$ cat src/rtl/writeback_arbiter_if.sv
// writeback_arbiter_if
//   Requester-side bundle for the writeback arbiter. Each requester i owns
//   one bit of req_valid/req_ready and one slice of req_address/req_data
//   at [i*WIDTH +: WIDTH].
//   master : result producers (drive valid/address/data, receive ready)
//   slave  : the arbiter (receives valid/address/data, drives ready)
interface writeback_arbiter_if #(
   parameter int NUM_REQ    = 3,
   parameter int DATA_WIDTH = 32,
   parameter int ADDR_WIDTH = 5
);
   logic [NUM_REQ-1:0]            req_valid;
   logic [NUM_REQ*ADDR_WIDTH-1:0] req_address;
   logic [NUM_REQ*DATA_WIDTH-1:0] req_data;
   logic [NUM_REQ-1:0]            req_ready;

   modport master (
      output req_valid,
      output req_address,
      output req_data,
      input  req_ready
   );

   modport slave (
      input  req_valid,
      input  req_address,
      input  req_data,
      output req_ready
   );
endinterface

$ cat src/rtl/writeback_arbiter.sv
// writeback_arbiter
//   Shares the single register-file writeback port between NUM_REQ result
//   producers (0 = ALU, 1 = load, 2 = mul/div) with round-robin arbitration
//   and a valid/ready handshake. The granted result is registered onto the
//   writeback outputs one cycle after the transfer. Writes to register 0 are
//   consumed but never enabled towards the register file.
//
//   Optional scoreboard, built when WRITEBACK_ARBITER_SCOREBOARD_EN is
//   defined: one pending bit per register, set at issue and cleared when the
//   matching writeback transfers; rs_busy/rt_busy report pending sources.
//
// Ports
//   clock, reset        clock; asynchronous active-high reset
//   enable              pipeline advance; no grant while low
//   req_bus (slave)     req_valid/req_address/req_data in, req_ready out
//   writeback_address   registered destination register
//   writeback_data      registered result
//   writeback_enable    registered write strobe
//   issue_valid, issue_address, rs, rt, rs_busy, rt_busy
//                       scoreboard ports (only with the macro defined)
module writeback_arbiter #(
   parameter int NUM_REQ    = 3,
   parameter int DATA_WIDTH = 32,
   parameter int ADDR_WIDTH = 5
) (
   input  logic                  clock,
   input  logic                  reset,
   input  logic                  enable,
   writeback_arbiter_if.slave    req_bus,
   output logic [ADDR_WIDTH-1:0] writeback_address,
   output logic [DATA_WIDTH-1:0] writeback_data,
`ifdef WRITEBACK_ARBITER_SCOREBOARD_EN
   output logic                  writeback_enable,
   input  logic                  issue_valid,
   input  logic [ADDR_WIDTH-1:0] issue_address,
   input  logic [ADDR_WIDTH-1:0] rs,
   input  logic [ADDR_WIDTH-1:0] rt,
   output logic                  rs_busy,
   output logic                  rt_busy
`else
   output logic                  writeback_enable
`endif
);

   localparam int PTR_W = (NUM_REQ > 1) ? $clog2(NUM_REQ) : 1;

   logic [PTR_W-1:0]      ptr;
   logic [PTR_W-1:0]      ptr_nxt;
   logic [PTR_W:0]        scan_idx;
   logic                  found;
   logic [NUM_REQ-1:0]    grant;
   logic [NUM_REQ-1:0]    ready;
   logic                  xfer;
   logic [ADDR_WIDTH-1:0] sel_address;
   logic [DATA_WIDTH-1:0] sel_data;

   // Scan from ptr upward with wrap-around; the first valid requester wins.
   // scan_idx carries one extra bit so ptr + k can exceed NUM_REQ-1 before
   // the wrap is folded back.
   always_comb begin
      grant    = '0;
      ptr_nxt  = ptr;
      found    = 1'b0;
      scan_idx = '0;
      for (int k = 0; k < NUM_REQ; k++) begin
         scan_idx = {1'b0, ptr} + (PTR_W+1)'(k);
         if (scan_idx >= (PTR_W+1)'(NUM_REQ)) begin
            scan_idx = scan_idx - (PTR_W+1)'(NUM_REQ);
         end
         if (!found && req_bus.req_valid[scan_idx[PTR_W-1:0]]) begin
            found                          = 1'b1;
            grant[scan_idx[PTR_W-1:0]]     = 1'b1;
            if (scan_idx == (PTR_W+1)'(NUM_REQ - 1)) begin
               ptr_nxt = '0;
            end else begin
               ptr_nxt = scan_idx[PTR_W-1:0] + PTR_W'(1);
            end
         end
      end
   end

   // Ready is suppressed during reset too, so nothing is consumed while the
   // output stage is being cleared.
   always_comb begin
      ready = '0;
      if (enable && !reset) begin
         ready = grant;
      end
   end

   assign req_bus.req_ready = ready;
   assign xfer              = |ready;

   always_comb begin
      sel_address = '0;
      sel_data    = '0;
      for (int i = 0; i < NUM_REQ; i++) begin
         if (grant[i]) begin
            sel_address = req_bus.req_address[i*ADDR_WIDTH +: ADDR_WIDTH];
            sel_data    = req_bus.req_data[i*DATA_WIDTH +: DATA_WIDTH];
         end
      end
   end

   // Address/data only move on a transfer; idle cycles keep the last values
   // and just drop the strobe. A transfer to register 0 still advances ptr.
   always_ff @(posedge clock or posedge reset) begin
      if (reset) begin
         ptr               <= '0;
         writeback_address <= '0;
         writeback_data    <= '0;
         writeback_enable  <= 1'b0;
      end else begin
         writeback_enable <= xfer && (sel_address != '0);
         if (xfer) begin
            ptr               <= ptr_nxt;
            writeback_address <= sel_address;
            writeback_data    <= sel_data;
         end
      end
   end

`ifdef WRITEBACK_ARBITER_SCOREBOARD_EN
   localparam int NUM_REGS = 1 << ADDR_WIDTH;

   logic [NUM_REGS-1:0] pending;
   logic [NUM_REGS-1:0] pending_nxt;

   // Clear is applied before set so a same-cycle issue to the register being
   // written back leaves the newer producer pending.
   always_comb begin
      pending_nxt = pending;
      if (xfer) begin
         pending_nxt[sel_address] = 1'b0;
      end
      if (issue_valid && (issue_address != '0)) begin
         pending_nxt[issue_address] = 1'b1;
      end
      pending_nxt[0] = 1'b0;
   end

   always_ff @(posedge clock or posedge reset) begin
      if (reset) begin
         pending <= '0;
      end else begin
         pending <= pending_nxt;
      end
   end

   // The clear happens at transfer time, so the write sitting in the output
   // register already reads as not busy; the register file forwards it.
   assign rs_busy = pending[rs] && (rs != '0);
   assign rt_busy = pending[rt] && (rt != '0);
`endif

endmodule

$ cat src/flat_wrapper.sv
// flat-port wrapper written by rule: the top's interface ports become plain ports
module writeback_arbiter_flat 
#(
   parameter int NUM_REQ    = 3,
   parameter int DATA_WIDTH = 32,
   parameter int ADDR_WIDTH = 5
)
  (clock, reset, enable, writeback_address, writeback_data, writeback_enable, req_bus_req_valid, req_bus_req_address, req_bus_req_data, req_bus_req_ready);
  writeback_arbiter_if #(.NUM_REQ(NUM_REQ), .DATA_WIDTH(DATA_WIDTH), .ADDR_WIDTH(ADDR_WIDTH)) req_bus_i ();
  input  logic clock;
  input  logic reset;
  input  logic enable;
  output logic [ADDR_WIDTH-1:0] writeback_address;
  output logic [DATA_WIDTH-1:0] writeback_data;
  output logic writeback_enable;
  input wire logic [$bits(req_bus_i.req_valid)-1:0] req_bus_req_valid;
  input wire logic [$bits(req_bus_i.req_address)-1:0] req_bus_req_address;
  input wire logic [$bits(req_bus_i.req_data)-1:0] req_bus_req_data;
  output wire logic [$bits(req_bus_i.req_ready)-1:0] req_bus_req_ready;
  assign req_bus_i.req_valid = req_bus_req_valid;
  assign req_bus_i.req_address = req_bus_req_address;
  assign req_bus_i.req_data = req_bus_req_data;
  assign req_bus_req_ready = req_bus_i.req_ready;
  writeback_arbiter #(.NUM_REQ(NUM_REQ), .DATA_WIDTH(DATA_WIDTH), .ADDR_WIDTH(ADDR_WIDTH)) u_core (.clock(clock), .reset(reset), .enable(enable), .req_bus(req_bus_i), .writeback_address(writeback_address), .writeback_data(writeback_data), .writeback_enable(writeback_enable));
endmodule
$ cat config.mk
export PLATFORM = sky130hd
export DESIGN_NAME = writeback_arbiter_flat
export DESIGN_NICKNAME = d
export VERILOG_FILES = /design/src/rtl/writeback_arbiter_if.sv /design/src/rtl/writeback_arbiter.sv /design/src/flat_wrapper.sv
export SDC_FILE = /design/constraint.sdc
export NUM_CORES = 1
export LEC_CHECK = 0
export BUFFER_PORTS_ARGS = -buffer_cell sky130_fd_sc_hd__buf_2
export CAP_MARGIN = 20
export CORE_UTILIZATION = 48
export CTS_CLUSTER_DIAMETER = 150
export DETAILED_ROUTE_END_ITERATION = 10
export GPL_TIMING_DRIVEN = 0
export HOLD_SLACK_MARGIN = 0.02
export PLACE_DENSITY = 0.94
export SLEW_MARGIN = 10
export SYNTH_ARGS = -nofsm -noshare
export SYNTH_HDL_FRONTEND = slang
export SYNTH_SLANG_ARGS = --single-unit
$ cat constraint.sdc
create_clock -name clock -period 4.7 [get_ports clock]
set_input_delay 0.235 -clock clock [delete_from_list [all_inputs] [get_ports clock]]
set_output_delay 0.235 -clock clock [all_outputs]
set_load 0.1 [all_outputs]
==> impl_metrics.json <==
{
  "required_ns": 4.47,
  "worstMarginPinSlew_ns": 0.507,
  "finalSetupViolations": 0,
  "hold_slack_ns": 0.288,
  "clk_latency_ns": 0.30,
  "slew_headroom_pct": 66.2,
  "cts-root-buf": "clkbuf_8",
  "rsz0062_at_grt": "no",
  "cts_made_buffers": 5,
  "grt_first_pass_wirelength_um": 13800,
  "ys.flop_type": "dfrtp_1",
  "grt_max_degree": 43,
  "gp_congestion": 0.837,
  "mostFrequentLayoutCell": "buf_2",
  "synth_cell_types": 40,
  "path_max_fanout": 10,
  "fin_nets": 610,
  "yosysSeqAreaShare_pct": 35.4,
  "clkTransAtPathRegs_ns": 0.08,
  "syn_nets": 445,
  "cts_tree": "yes",
  "final_util_pct": 69.0,
  "drtAntennaViolNets": 0,
  "antenna_cells": 0,
  "dp_hpwl_um": 6630,
  "core_sq_mm": 0.00557,
  "viasPerCell": 5.56,
  "yosysWarnings": 0,
  "wl_per_cell_um": 15.4,
  "placed_area_sq_mm": 0.00371,
  "layout_common_cells": "buf_2, nand2_1, dfrtp_1, nor2_1, a31oi_1",
  "grt_pass1_vias": 3068,
  "skew_ns": 0.0103,
  "vias": 3127,
  "crit_arrival_ns": 3.09,
  "cts.sinks": 40,
  "initial_core_util_pct": 50.7,
  "drtIter0Drc": 96,
  "critPathLaunchType": "flip-flop",
  "overflow": 0,
  "syn_area_per_cell_sq_um": 8.72,
  "clock_path_buffers": 2,
  "drive_gt1_share_pct": 45.3,
  "grt.total_usage_pct": 28.6,
  "finalWirelength_um": 8680,
  "min_path_type": "in -> reg",
  "path_class": "reg -> out",
  "outcome": "completed",
  "cp_slowest_stage_delay_ns": 0.45,
  "pin_count": 158,
  "cpMaxStageDelayCell": "buf_2",
  "ys_ff_latch": 40,
  "async_reset_ff_share_pct": 100,
  "rows": 27,
  "netlist_area_sq_mm": 0.00282,
  "die_y_um": 78.7,
  "io_buffers": 156,
  "synth_edf_count": 0,
  "path_cells": "inv_1 > ha_1 > buf_2 > nor3b_2 > nand2_1 > a21boi_1 > o41a_1 > buf_6 > buf_6 > and3_1 > buf_2",
  "post_cts.repair.setup_buffers": 0,
  "finalCriticalPeriod_ns": 3.32,
  "slew_viol_final": 0,
  "syn_to_final_growth_pct": 36.2,
  "first_pass_iters": 4,
  "fmax_ghz": 0.301,
  "setup_tns_ns": 0,
  "fp.dieW_um": 78.7,
  "die_area_sq_mm": 0.00619,
  "fin_area_sq_mm": 0.00385,
  "hold_viol": 0,
  "drv_cap": 0,
  "antenna_found_initial": 0,
  "syn_inst": 324,
  "htreeDepth": 2,
  "period_share_pct": 70.7,
  "worstSetupEndpointType": "output pin",
  "route.detailed.drc": 0
}
layout make-up:
type                    instances  area, sq um
fillers                       425         1730
repair buffers                158          811
clock buffers                   6         82.6
well taps                      72         90.1
multi-input cells             247         1590
plain buffers                  28          198
flip-flops and latches         40         1000
inverters                       9         33.8
clock inverters                 2         38.8
stage by stage:
step	worst slack, ns	std cells
CTS	1.41	562
global placement	1.82	552
finish	1.38	562
floorplan	1.38	324
global route	1.20	562
detailed placement	1.74	553
cell families after synthesis:
family,Yosys count,share of synthesized area [%]
buffers and inverters,37,8.20
adder cells (fa/ha/maj),4,1.77
multiplexers,35,16.4
AND/OR/NAND/NOR,139,21.8
AO/OA/AOI/OAI,69,16.4
flip-flops,40,35.4
synth_stat cells (all sizes together), types with 2 or more instances:
master	number	area share (%)
inv	9	1.2
nand2	52	6.9
a31oi	36	8.0
clkbuf	3	0.40
ha	4	1.8
and3	5	1.1
o21ai	10	1.8
mux2i	2	0.71
a21o	5	1.3
dfrtp	40	35
mux2	33	16
a21oi	2	0.35
nand2b	6	1.3
a21boi	2	0.53
buf	25	6.6
nand3	34	6.0
o31ai	2	0.53
o22ai	4	0.89
nor2	37	4.9
registers in the layout (all words and copies together) (netlist names):
name,cells
u_core.ptr,2
u_core.writeback_address,5
u_core.writeback_data,32
u_core.writeback_enable,1
critical path: cells and delay by family, from the launching register on:
kind	cells	cell delay, ns
buffers and inverters	5	1.09
and+or+nand+nor	3	0.58
DFF	1	0.41
AOI/OAI and AO/OA	2	0.36
adders and majority gates	1	0.34
worst paths after layout:
| path | to | slack (ns) | startpoint | cells after the start |
|---|---|---|---|---|
| max reg2reg | u_core.writeback_enable$_DFF_PP0_ | 1.89 | u_core.ptr[0]$_DFFE_PP0P_ | 11 |
| min | u_core.writeback_address[4]$_DFFE_PP0P_ | 0.29 | req_bus_req_address[14] | 3 |
| max in group asynchronous | u_core.writeback_data[30]$_DFFE_PP0P_ | 3.98 | reset | 4 |
| min reg2reg | u_core.writeback_data[25]$_DFFE_PP0P_ | 0.49 | u_core.writeback_data[25]$_DFFE_PP0P_ | 1 |
| min in group asynchronous | u_core.writeback_data[12]$_DFFE_PP0P_ | 0.51 | reset | 4 |
| max | req_bus_req_ready[0] | 1.38 | u_core.ptr[0]$_DFFE_PP0P_ | 11 |
metal layers:
layer	vias up	routed length (um)	part of all wire, %	track usage, %
li1	1480	-	-	-
met1	1499	3470	40	32.8
met2	140	4620	53	54.1
met3	8	525	6.1	5.17
met4	0	60	0.69	7.22
met5	-	0	0	0
what timing repair did:
action | 4_1_cts | 5_1_grt
endpoints found under the hold margin | 40 | 0
resized for setup | 0 | 0
hold buffers | 1 | 0
Power is not shown: default switching activity piles up to over one toggle a cycle in this logic, so the estimate is an artifact.
